`config.mk`:
```
export PLATFORM = sky130hd
export DESIGN_NAME = data_mem_arbiter
export DESIGN_NICKNAME = d
export VERILOG_FILES = /design/src/rtl/data_mem_arbiter.sv
export SDC_FILE = /design/constraint.sdc
export NUM_CORES = 1
export LEC_CHECK = 0
export CAP_MARGIN = 20
export CORE_MARGIN = 8
export CORE_UTILIZATION = 37
export DETAILED_ROUTE_END_ITERATION = 16
export GPL_TIMING_DRIVEN = 0
export PLACE_DENSITY = 0.95
export REMOVE_ABC_BUFFERS = 1
export SYNTH_ARGS = -nofsm -noshare
export SYNTH_HDL_FRONTEND = slang
export SYNTH_SLANG_ARGS = --single-unit
```
`constraint.sdc`:
```
create_clock -name clk -period 3.2 [get_ports clk]
set_input_delay 0.32 -clock clk [delete_from_list [all_inputs] [get_ports clk]]
set_output_delay 0.32 -clock clk [all_outputs]
set_load 0.01 [all_outputs]
```
`src/rtl/data_mem_arbiter.sv`:
```
// data_mem_arbiter
//   Shares one single-ported, edge-registered data memory between the
//   processor load/store path (cpu_*) and a loader/debug port (ld_*).
//   At most one requester is granted per cycle. Ties are broken round-robin,
//   except that a locked loader may keep ownership for up to MAX_LOCK
//   consecutive grants while the processor waits. Read data comes back one
//   cycle after the grant and is steered to whoever issued the read.
//
// Ports
//   clk, reset_n         rising-edge clock, synchronous active-low reset
//   cpu_req/we/addr/wdata processor request (we: 00 rd, 01 word, 11 half)
//   cpu_stall            processor must hold its request this cycle
//   cpu_rdata/rvalid     read return to processor
//   ld_req/lock/we/addr/wdata  loader request, lock asks for back-to-back use
//   ld_gnt               loader access accepted this cycle
//   ld_rdata/rvalid      read return to loader
//   mem_read/write/address/write_data  memory-side request
//   mem_read_data        memory read data, valid the cycle after a read
module data_mem_arbiter #(
  parameter int ADDR_WIDTH = 32,
  parameter int DATA_WIDTH = 32,
  parameter int MAX_LOCK   = 4
) (
  input  logic                  clk,
  input  logic                  reset_n,
  input  logic                  cpu_req,
  input  logic [1:0]            cpu_we,
  input  logic [ADDR_WIDTH-1:0] cpu_addr,
  input  logic [DATA_WIDTH-1:0] cpu_wdata,
  output logic                  cpu_stall,
  output logic [DATA_WIDTH-1:0] cpu_rdata,
  output logic                  cpu_rvalid,
  input  logic                  ld_req,
  input  logic                  ld_lock,
  input  logic [1:0]            ld_we,
  input  logic [ADDR_WIDTH-1:0] ld_addr,
  input  logic [DATA_WIDTH-1:0] ld_wdata,
  output logic                  ld_gnt,
  output logic [DATA_WIDTH-1:0] ld_rdata,
  output logic                  ld_rvalid,
  output logic                  mem_read,
  output logic [1:0]            mem_write,
  output logic [ADDR_WIDTH-1:0] mem_address,
  output logic [DATA_WIDTH-1:0] mem_write_data,
  input  logic [DATA_WIDTH-1:0] mem_read_data
);

  localparam logic [3:0] LOCK_LIMIT = 4'(MAX_LOCK);

  typedef enum logic [1:0] {
    RD_NONE = 2'd0,
    RD_CPU  = 2'd1,
    RD_LD   = 2'd2
  } rd_owner_t;

  logic                  last_owner_ld_p1;
  logic [3:0]            lock_cnt_p1;
  rd_owner_t             rd_owner_p1;
  logic [DATA_WIDTH-1:0] cpu_rdata_hold_p1;
  logic [DATA_WIDTH-1:0] ld_rdata_hold_p1;

  logic                  cpu_granted;
  logic                  ld_granted;
  logic [1:0]            gnt_we;

  // Code 10 is not a store type; it behaves as a read.
  function automatic logic [1:0] norm_we(input logic [1:0] we);
    return (we == 2'b10) ? 2'b00 : we;
  endfunction

  function automatic logic [3:0] lock_next(input logic [3:0] cnt);
    return (cnt < LOCK_LIMIT) ? cnt + 4'd1 : LOCK_LIMIT;
  endfunction

  // ---- stage p0: grant decision from registered fairness state ----
  // Grants are suppressed while reset_n is low so the memory sees no
  // access during reset.
  always_comb begin
    cpu_granted = 1'b0;
    ld_granted  = 1'b0;
    if (reset_n) begin
      if (cpu_req && !ld_req) begin
        cpu_granted = 1'b1;
      end else if (ld_req && !cpu_req) begin
        ld_granted = 1'b1;
      end else if (cpu_req && ld_req) begin
        if (ld_lock && last_owner_ld_p1 && (lock_cnt_p1 < LOCK_LIMIT)) begin
          ld_granted = 1'b1;
        end else if (last_owner_ld_p1) begin
          cpu_granted = 1'b1;
        end else begin
          ld_granted = 1'b1;
        end
      end
    end
  end

  always_comb begin
    gnt_we         = 2'b00;
    mem_address    = '0;
    mem_write_data = '0;
    if (cpu_granted) begin
      gnt_we         = norm_we(cpu_we);
      mem_address    = cpu_addr;
      mem_write_data = cpu_wdata;
    end else if (ld_granted) begin
      gnt_we         = norm_we(ld_we);
      mem_address    = ld_addr;
      mem_write_data = ld_wdata;
    end
    mem_read  = (cpu_granted || ld_granted) && (gnt_we == 2'b00);
    mem_write = gnt_we;
  end

  assign cpu_stall = cpu_req & ~cpu_granted;
  assign ld_gnt    = ld_req & ld_granted;

  // ---- stage p1: fairness state and read-return ownership ----
  always_ff @(posedge clk) begin
    if (!reset_n) begin
      last_owner_ld_p1  <= 1'b1;
      lock_cnt_p1       <= 4'd0;
      rd_owner_p1       <= RD_NONE;
      cpu_rdata_hold_p1 <= '0;
      ld_rdata_hold_p1  <= '0;
    end else begin
      // Capture the returning word so each side keeps its last read value.
      if (rd_owner_p1 == RD_CPU) cpu_rdata_hold_p1 <= mem_read_data;
      if (rd_owner_p1 == RD_LD)  ld_rdata_hold_p1  <= mem_read_data;

      if (cpu_granted || ld_granted) begin
        last_owner_ld_p1 <= ld_granted;
        // The lock counter only runs while the loader is actually
        // holding off a waiting processor.
        if (ld_granted && ld_lock && cpu_req) begin
          lock_cnt_p1 <= lock_next(lock_cnt_p1);
        end else begin
          lock_cnt_p1 <= 4'd0;
        end
      end

      if (mem_read) begin
        rd_owner_p1 <= cpu_granted ? RD_CPU : RD_LD;
      end else begin
        rd_owner_p1 <= RD_NONE;
      end
    end
  end

  // Memory data arrives in the cycle after the read edge; pass it straight
  // through to the owner, otherwise present the held value.
  assign cpu_rvalid = (rd_owner_p1 == RD_CPU);
  assign ld_rvalid  = (rd_owner_p1 == RD_LD);
  assign cpu_rdata  = cpu_rvalid ? mem_read_data : cpu_rdata_hold_p1;
  assign ld_rdata   = ld_rvalid  ? mem_read_data : ld_rdata_hold_p1;

endmodule

```
==> metrics.md <==
| Metric | Value |
|---|---|
| Synth area leaders | dfxtp_1 (35%), mux2_2 (17%), nand4_1 (9.9%) |
| Die ar. | 14700 um2 |
| RSZ-0062 raised after global routing | false |
| Post-CTS Hold Buffers | 0 |
| Maximum fanout along the worst path | 48 |
| Clk_lat worst skew | 0.34 ns |
| Hold Vio Cnt, Final | 0 |
| Post-synth top flop | dfxtp_1 |
| Final WL | 18.0 mm |
| Post-CTS setup buffers | 0 |
| Root Buffer | clkbuf_8 |
| Die W | 121 um |
| Worst EP arrival | 2.79 ns |
| # DRC | 0 |
| Largest net degree at the start of global routing | 72 |
| Initial Util | between 30% and 40% |
| Ant diodes | 0 |
| Num ports | 304 |
| Worst Setup Path Type | in -> out |
| Number of synthesized register bits | 71 |
| Number of synthesized flops with an enable pin | 0 |
| Multi-input combinational cell area | 2440 um2 |
| Sequential share of the synthesized area | 34.8% |
| Tot Pwr | 2.54 mW |
| Clock skew | 0.00776 ns |
| Max_cap viols | 0 |
| Via density | 5.53 |
| CTS tree | yes |
| CTS-repair resized insts | 0 |
| Die height | about 120 um |
| Most used standard cell by instance count after synthesis | dfxtp_1 |
| First-pass GRT wire length | 26.8 mm |
| Setup WS pre-CTS | 0.0749 ns |
| Sequential cell area | 1420 um2 |
| Num CTS Buffers | 9 |
| Worst IR Drop VDD | 0.256 mV |
| CP startpoint kind | input pin |
| Fillers | 780 |
| Worst Hold Class | reg -> reg |
| Top cell type's share of synthesized area | 34.8% |
| Area leader, netlist | dfxtp_1 |
| Status | finished clean |
| Layout Nets | roughly 920 |
| Routed len/inst | 20.1 um |
| HPWL after DPL | 13.7 mm |
| Initial antenna violation count | 0 |
| Period utilization | between 90% and 100% |
| Least-Margin Pin Slew | 0.973 ns |
| Mean Syn Cell Area | between 8 and 9 um2 |
| Synthesized instance count | 490 |
| H-tree levels | 3 |
| Total vias in the final route | between 4000 and 5000 |
| CP Data Required Time | 2.88 ns |
| Ys async rst share | 0% |
| Bufs on Longest Clock Path | 2 |
| Fin. max-slew vios | 0 |
| Synth Warn # | 0 |
| Antenna-violating nets left | 0 |
| PD cells | ~340 nW/um2 |
| GR Overflow Total | 0 |
| GPL Wtd Cong | about 0.86 |
| Yosys cell types | 34 |
| Fraction of layout cells with a size suffix above 1 | 12.2% |
| CP Capture Type | output port |
| Slew margin rel. | 35.0% |
| Setup WS post-layout | 0.0884 ns |
| P&R area growth vs syn | 81.9% |
| IO buf count | 303 |
| First-pass DRT Iterations | 5 |
| Post-Syn Area | just over 4000 um2 |
| Final setup vio count | 0 |
| Achievable Freq | 321 MHz |
| Top cells by count, synth | dfxtp_1 (71), a21oi_1 (68), nand4_1 (65) |
| Lkg Pwr | roughly 2.8 nW |
| Rows | 38 |
| Clk slew on worst S/H paths | about 0.07 ns |
| GRT Total Usage | 22.8% |
| CTS sink cnt | 71 |
| Core Footprint | approximately 11000 um2 |
| Number of global-route vias before repair | 4914 |
| Initial DRC count | between 300 and 400 |
| Post-layout minimum cycle time | 3.11 ns |
==> logic make-up after synthesis <==
| kind of cell | synth area share [%] |
|---|---|
| AND/OR/NAND/NOR | 22.8 |
| AO/OA/AOI/OAI | 18.0 |
| flip-flops | 34.8 |
| multiplexers | 17.6 |
| buffers and inverters | 6.49 |
| adder cells (fa/ha/maj) | 0.306 |
==> worst paths after layout <==
path,start,to,slack [ns],cells past startpoint
worst max-delay path,ld_req,mem_address[14],0.09,6
worst min-delay path,lock_cnt_p1[0]$_SDFFE_PN0P_,lock_cnt_p1[0]$_SDFFE_PN0P_,0.49,2
worst max register to register,rd_owner_p1[0]$_SDFF_PN0_,cpu_rdata_hold_p1[6]$_SDFF_PN0_,1.35,3
worst min register to register,lock_cnt_p1[0]$_SDFFE_PN0P_,lock_cnt_p1[0]$_SDFFE_PN0P_,0.49,2
==> registers in the layout, indices dropped and copies added (netlist names) <==
signal             count
cpu_rdata_hold_p1     32
ld_rdata_hold_p1      32
lock_cnt_p1            4
rd_owner_p1            2
last_owner_ld_p1       1
==> per-stage QoR <==
step / util [%] / TNS, ns / instance area [um2] / cells / hold slack (ns)
finish: 68.9 / 0 / 7440 / 896 / 0.490
global route: 68.9 / 0 / 7440 / 896 / 0.522
CTS: 68.7 / 0 / 7420 / 895 / 0.490
detailed placement: 66.5 / 0 / 7180 / 879 / 0.479
global placement: 65.2 / -182.60 / 7040 / 874 / 0.461
floorplan: - / 0 / 3830 / 431 / 0.392
==> routing by layer <==
metal  vias to the layer above  GRT usage [%]  wire length [um]
met5                         -              0                 0
met4                         0           13.5               885
met3                        49           8.33              2060
met2                       319           39.2              8720
met1                      2286           23.5              6330
li1                       2299              -                 -
==> layout make-up <==
| type | instances | area share, % |
|---|---|---|
| Timing Repair Buffer | 309 | 42.4 |
| Multi-Input combinational cell | 357 | 32.8 |
| Sequential cell | 71 | 19.1 |
| Tap cell | 140 | 2.36 |
| Clock buffer | 12 | 2.22 |
| Clock inverter | 4 | 1.03 |
| Inverter | 3 | 0.151 |
==> critical path, stage by stage <==
cell	delay, ns
clkdlybuf4s50_1	0.66
a21boi_4	0.52
buf_12	0.27
o21ai_0	0.11
a21oi_1	0.27
clkdlybuf4s50_1	0.61
==> cells in the final DEF (no fill, tap or decap), types with 2 or more instances in the layout <==
cell type,synthesis,routed
inv_1,2,2
buf_2,23,2
mux2_2,61,61
a21oi_1,68,68
o21ai_1,6,6
o21ai_0,60,60
nand2_1,4,4
buf_12,0,5
clkdlybuf4s50_1,0,301
nand4_1,65,65
nor2_1,4,4
mux2_1,3,3
and2_1,64,64
dfxtp_1,71,71
and3_1,2,2
o211ai_1,2,2
clkbuf_8,0,12
bufinv_16,0,2
nand2b_2,0,2
==> power by group <==
group	switching (mW)	internal, mW
clock	0.323	0.504
sequential	0.00836	0.911
combinational	0.328	0.469
Note: power is estimated with default switching activity, not from simulation.
